[src/rtl/register_bank_sb.sv]
// register_bank_sb: N_REG x N_BIT register bank with two combinational read
// ports, one synchronous write port and a per-register pending-write
// scoreboard (busy bits plus a running count of pending registers).
// Register 0 is hardwired to zero and can never be marked pending.
// Optional feature macro: REG_BYPASS_EN (write-through forwarding of the
// same-cycle write onto the read ports).
module register_bank_sb #(
  parameter int unsigned N_ADDR = 5,
  parameter int unsigned N_BIT  = 32
) (
  input  logic              Clk,
  input  logic              Rst,
  input  logic [N_ADDR-1:0] Rd_reg_1,
  input  logic [N_ADDR-1:0] Rd_reg_2,
  output logic [N_BIT-1:0]  Rd_data_1,
  output logic [N_BIT-1:0]  Rd_data_2,
  output logic              Rd_busy_1,
  output logic              Rd_busy_2,
  input  logic [N_ADDR-1:0] Wr_reg,
  input  logic [N_BIT-1:0]  Wr_data,
  input  logic              Reg_write,
  input  logic [N_ADDR-1:0] Iss_reg,
  input  logic              Iss_valid,
  input  logic              Flush,
  output logic [N_ADDR:0]   Busy_cnt
);

  localparam int unsigned N_REG = 2 ** N_ADDR;
  localparam int unsigned CNT_W = N_ADDR + 1;

  logic [N_BIT-1:0] mem_q [N_REG];
  logic [N_REG-1:0] busy_q;
  logic [N_REG-1:0] busy_d;
  logic [CNT_W-1:0] cnt_q;
  logic [CNT_W-1:0] cnt_d;

  logic wr_en;
  logic iss_en;
  logic cnt_inc;
  logic cnt_dec;
  logic same_reg;

  // Qualify write and issue requests; register 0 takes part in neither.
  always_comb begin
    wr_en    = Reg_write && (Wr_reg != '0);
    iss_en   = Iss_valid && (Iss_reg != '0);
    same_reg = wr_en && iss_en && (Wr_reg == Iss_reg);
  end

  // Next busy vector: write-clear first, issue-set overrides, flush clears all.
  always_comb begin
    busy_d = busy_q;
    if (wr_en) begin
      busy_d[Wr_reg] = 1'b0;
    end
    if (iss_en) begin
      busy_d[Iss_reg] = 1'b1;
    end
    if (Flush) begin
      busy_d = '0;
    end
    busy_d[0] = 1'b0;
  end

  // Pending count tracks only real 0->1 and 1->0 transitions of busy bits.
  always_comb begin
    cnt_inc = iss_en && !busy_q[Iss_reg];
    // A write to the register being re-issued leaves its bit set.
    cnt_dec = wr_en && busy_q[Wr_reg] && !same_reg;
    cnt_d   = cnt_q;
    if (Flush) begin
      cnt_d = '0;
    end else begin
      cnt_d = cnt_q + CNT_W'(cnt_inc) - CNT_W'(cnt_dec);
    end
  end

  // Scoreboard state registers.
  always_ff @(posedge Clk) begin
    if (Rst) begin
      busy_q <= '0;
      cnt_q  <= '0;
    end else begin
      busy_q <= busy_d;
      cnt_q  <= cnt_d;
    end
  end

  // Register storage; writes to register 0 are dropped by wr_en.
  always_ff @(posedge Clk) begin
    if (Rst) begin
      for (int i = 0; i < int'(N_REG); i++) begin
        mem_q[i] <= '0;
      end
    end else if (wr_en) begin
      mem_q[Wr_reg] <= Wr_data;
    end
  end

  // Combinational read ports, optionally forwarding the in-flight write.
  always_comb begin
    Rd_data_1 = (Rd_reg_1 == '0) ? '0 : mem_q[Rd_reg_1];
    Rd_data_2 = (Rd_reg_2 == '0) ? '0 : mem_q[Rd_reg_2];
    Rd_busy_1 = (Rd_reg_1 == '0) ? 1'b0 : busy_q[Rd_reg_1];
    Rd_busy_2 = (Rd_reg_2 == '0) ? 1'b0 : busy_q[Rd_reg_2];
`ifdef REG_BYPASS_EN
    if (wr_en && (Wr_reg == Rd_reg_1)) begin
      Rd_data_1 = Wr_data;
      Rd_busy_1 = same_reg;
    end
    if (wr_en && (Wr_reg == Rd_reg_2)) begin
      Rd_data_2 = Wr_data;
      Rd_busy_2 = same_reg;
    end
`endif
  end

  assign Busy_cnt = cnt_q;

endmodule

[config.mk]
export PLATFORM = sky130hd
export DESIGN_NAME = register_bank_sb
export DESIGN_NICKNAME = d
export VERILOG_FILES = /design/src/rtl/register_bank_sb.sv
export SDC_FILE = /design/constraint.sdc
export NUM_CORES = 2
export LEC_CHECK = 0
export CAP_MARGIN = 20
export CORE_MARGIN = 1.5
export CORE_UTILIZATION = 25
export CTS_CLUSTER_DIAMETER = 60
export DETAILED_ROUTE_END_ITERATION = 8
export PLACE_DENSITY = 0.41
export RECOVER_POWER = 50
export SLEW_MARGIN = 20
export SYNTH_ARGS = -nofsm -noshare
export SYNTH_HDL_FRONTEND = slang
export SYNTH_SLANG_ARGS = --single-unit
[constraint.sdc]
create_clock -name Clk -period 7.4 [get_ports Clk]
set_clock_uncertainty 0.05 [all_clocks]
set_input_delay 1.48 -clock Clk [delete_from_list [all_inputs] [get_ports Clk]]
set_output_delay 1.48 -clock Clk [all_outputs]
set_load 0.05 [all_outputs]
======== Word-level counts from Yosys, hierarchy flattened ========
Memory sizes are Yosys's and may differ from the RTL's.
Cells that the tools add are included.
storage, ports and cells
  logic and storage cells ................. 59
  latch bits .............................. 0
  bits in registers ....................... 38
  memory bits (read-only) ................. 0
  memory bits (writable) .................. 1024
  memories kept ........................... 1
memory list
  memory  depth  bits a word  rd ports  clocked after Yosys merged registers in  write ports  RTL line  RTL
  mem_q   32     32           2         0                                        32           31        logic [N_BIT-1:0] mem_q [N_REG];
cells by class
  divide/modulo/power cells ............... 0
  shift operators ......................... 0
  muxes and demuxes ....................... 26
  $add $sub $neg .......................... 2
  equality and inequality tests ........... 1
  multipliers ............................. 0
  reduce and logical (&&, ||, !) cells .... 17
  $lt $le $gt $ge ......................... 6
  bitwise logic cells ..................... 3
operators by type and width
  kind                                                                count
  two-way mux 32 bit                                                  5
  AND 32 bit                                                          1
  inverter 32 bit                                                     1
  bitwise OR 32 bit                                                   1
  OR reduction 32 bit                                                 1
  less-than comparator 5 x 6 -> 1 bit (second input constant)         4
  binary-select mux 1 bit (select 5 bit)                              4
  two-way mux 1 bit                                                   14
  demux 1 bit (select 5 bit)                                          2
  greater-or-equal comparator 5 x 1 -> 1 bit (second input constant)  2
  logical NOT 5 bit                                                   2
  nonzero test 5 bit                                                  2
  logical AND 1 bit                                                   9
  adder 6 x 1 -> 6 bit                                                1
  subtractor 6 x 1 -> 6 bit                                           1
  == test 5 bit                                                       1
  two-way mux 5 bit                                                   1
  logical NOT 1 bit                                                   2
  OR reduction 2 bit                                                  1

======== Depth between registers and ports, before layout ========
  word-level depth ........................ 9
  mapped depth ............................ 15

======== Worst setup path after synthesis ========
No wires, ideal clock.
  path type ............................... input port to output port
  from .................................... in Rd_reg_2[0]
  to ...................................... out Rd_busy_2
  required time ........................... 5.870 ns
  stages on the path ...................... 6
  slack ................................... 1.931 ns
  arrival ................................. 3.939 ns
  buffers on the path ..................... 4
  cells stage by stage .................... buf_2 buf_6 buf_2 buf_4 mux4_2 a221oi_1
on the way
  longest elaborated chain between the ends .. 3
  elaborated cells between the ends (all ways) .. 4
ends and longest elaborated chain
  item                                     RTL line  RTL
  from (decl)                              14        input logic [N_ADDR-1:0] Rd_reg_2,
  binary-select mux 1 bit (select 5 bit)   105       Rd_busy_2 = (Rd_reg_2 == '0) ? 1'b0 : busy_q[Rd_reg_2];
  two-way mux 1 bit (not written as such)  105
  two-way mux 1 bit (*)                    105
  to (decl)                                18        output logic Rd_busy_2,
Mark *: on every way between the ends. The rest lies on a longest branch, timed or not. The select of a mux whose other input is x is not followed.

==> summary.txt <==
DIE AREA = 231,000 sq um
CTS Buf Count = 132
Synth area leader = edfxtp_1
status = finished with violations
Reg clk slew, reported paths = 0.06 ns
Global Route Usage Sum = 0.196
Max-cap violations = 40
Via density = 5.08
Crit path required time = 7.78 ns
DR WL/cell = 33.5 microns
Buffers & Inverters on Critical Path = 3
fin. max-slew vios = 860
antenna viol nets, final = 0
type of origin of the critical path = input port
First-pass DRT Iterations = 7
Setup CP Type = input port to register
Arrival @ worst endpoint = 6.90 ns
root buf cell = clkbuf_16
vias in the first global route = 35,144
Cell variety after synth = 50
hold crit path type = register to register
clock sinks = 1,061
crit-path cells = dlygate4sd3_1 > nand3_1 > clkbuf_1 > o21bai_1 > buf_4
Main synth FF type = edfxtp_1
RSZ-0062 raised after global routing = no
Critical Path Source = Wr_reg[0]
Max Clk Rate = 153 MHz
top post-synthesis cells by area = edfxtp_1, mux4_2, and2_1
Max VDD drop = 0.000142 V
most instantiated cells after synthesis = edfxtp_1, and2_1, mux4_2, clkbuf_1, buf_2
Layout Utilization = 0.293
# Post-CTS Setup Buffers = 0
final wirelength = 228,000 microns
Synth Register Bits = 1,061
fin crit period = 6.52 ns
mapped cell area = 56,900 sq um
PortBufs = 128
most common cell in the netlist = edfxtp_1
Top delay family on crit path = compound AO/OA/AOI/OAI gates
GRT overflow = 0
die height = 480 microns
Top Ports = 129
post-CTS resize count = 0
critical path capture point type = register
slowest stage delay, CP = 2.69 ns
final hold vios = 0
clock latency at the later pin of the worst-skew pair = 0.79 ns
failing checks = max-capacitance violations, max-slew violations
via count = 34,627
Clock Tree Buf Depth = 3
fin crit share = 0.881
Iteration-0 DRC Markers = 3,881
Cells after Synth = 3,615
RR Startpoint = busy_q[31]
total chip power = 0.0158 W
CTS tree = built
synth warn = 0
DIE WIDTH = 480 microns
Avg Cell Area, Syn = 15.7 sq um
Leak = 21.8 nW
Rel. slew slack = -1.49
CP max stage cell = o21bai_1
largest net degree at the start of global routing = 82
num rows = 175
gpl congestion = 0.812
DRC = 0
fraction of layout cells with a size suffix above 1 = 0.285
Post-synth ARST share = 0
Setup violations, final = 0
H-tree depth = 4
Slew @ Worst Pin = 3.74 ns
Hold-fix buffers, CTS = 0
first-pass GRT wire length = 312,000 microns
Layout Nets = 3,763
share of Yosys cell area claimed by the top area cell type = 0.540
post-synthesis sequential area ratio = 0.553
hold_sp = busy_q[10]
Post-synth EDFFs = 1,024
DP HPWL = 143,000 microns
PD cells = 238 nW/um^2
maximum net fanout on the critical path = 18
Fin Setup TNS = 0 ns
initial antenna violation count = 37
Core Area = 227,000 sq um
Initial Util = 0.251
Synth-to-Final Area Change = 16.7%
-- kinds of logic after synthesis --
kind of cell / share of synthesized area
XOR/XNOR: 0.00138
flip-flops: 0.553
AO/OA/AOI/OAI: 0.0326
other: 0.0000659
multiplexers: 0.253
AND/OR/NAND/NOR: 0.122
buffers and inverters: 0.0363
adder cells (fa/ha/maj): 0.00167
-- routing by layer --
| layer | vias up | part of all wire | GRT usage |
|---|---|---|---|
| li1 | 14236 | - | - |
| met1 | 18776 | 0.44 | 0.276 |
| met2 | 1347 | 0.48 | 0.318 |
| met3 | 262 | 0.057 | 0.0288 |
| met4 | 6 | 0.024 | 0.0472 |
| met5 | - | 0.00016 | 0 |
-- stage by stage --
| stage | instance area (sq um) | cells | setup WS [ns] | hold WS, ns |
|---|---|---|---|---|
| 2_1_floorplan | 57100 | 3646 | 1.93 | 0.430 |
| 4_1_cts | 66800 | 6804 | 0.963 | 0.490 |
| 6_report | 66400 | 6823 | 0.881 | 0.495 |
| 3_5_place_dp | 62500 | 6573 | 0.964 | 0.478 |
| 3_3_place_gp | 62500 | 6569 | 0.717 | 0.471 |
| 5_1_grt | 66400 | 6808 | 0.586 | 0.518 |
-- worst register-to-register path: stages (launching register included) --
cell	delay, ns
dfxtp_1	0.37
mux4_2	0.49
a22o_1	0.24
a211oi_1	0.17
a31oi_1	0.22
ha_1	0.34
inv_1	0.04
ha_1	0.20
fa_1	0.43
a21o_1	0.18
a21oi_1	0.16
xor2_1	0.17
nor2_1	0.05
-- registers in the layout (all words and copies together) (netlist names) --
register	flops
mem_q	1024
busy_q	31
Busy_cnt	6
-- worst paths after layout --
check                  end  slack (ns)  cells after the start
max reg2reg    Busy_cnt[4]        4.09                     12
min reg2reg     busy_q[10]        0.50                      2
max          mem_q[23][31]        0.88                      5
min             busy_q[10]        0.50                      2
-- where the power goes --
group / internal (W) / total, W / switching [W]
Clock: 0.00376 / 0.00649 / 0.00273
Combinational: 0.000874 / 0.00225 / 0.00137
Sequential: 0.00692 / 0.00709 / 0.000165
-- placed cells by master (no fill, tap or decap), types with 11 or more instances in the layout --
master | Yosys | final
and2_1 | 995 | 790
o21ai_0 | 28 | 28
diode_2 | 0 | 18
buf_12 | 0 | 31
clkbuf_16 | 0 | 136
clkbuf_1 | 278 | 47
a221oi_1 | 57 | 54
a21oi_1 | 31 | 31
and2_0 | 0 | 205
buf_4 | 20 | 188
buf_2 | 80 | 12
mux4_2 | 606 | 606
conb_1 | 1 | 32
dfxtp_1 | 37 | 37
bufinv_16 | 0 | 11
o221ai_1 | 65 | 65
nor2_4 | 0 | 18
clkdlybuf4s50_1 | 0 | 47
clkinv_1 | 57 | 82
nor2_1 | 49 | 31
inv_1 | 14 | 14
edfxtp_1 | 1024 | 1024
a221oi_2 | 9 | 12
mux2i_1 | 72 | 72
nand2_1 | 48 | 46
-- area by class of cell --
cell class                      count  area (sq um)
Fill cell                       22551        160000
Sequential cell                  1061         31500
Multi-Input combinational cell   2115         23800
Tap cell                         3009          3760
Clock buffer                      163          3500
Timing Repair Buffer              318          2870
Clock inverter                     68           709
Inverter                           71           267
Antenna cell                       18          45.0
Note: power is estimated with default switching activity, not from simulation.
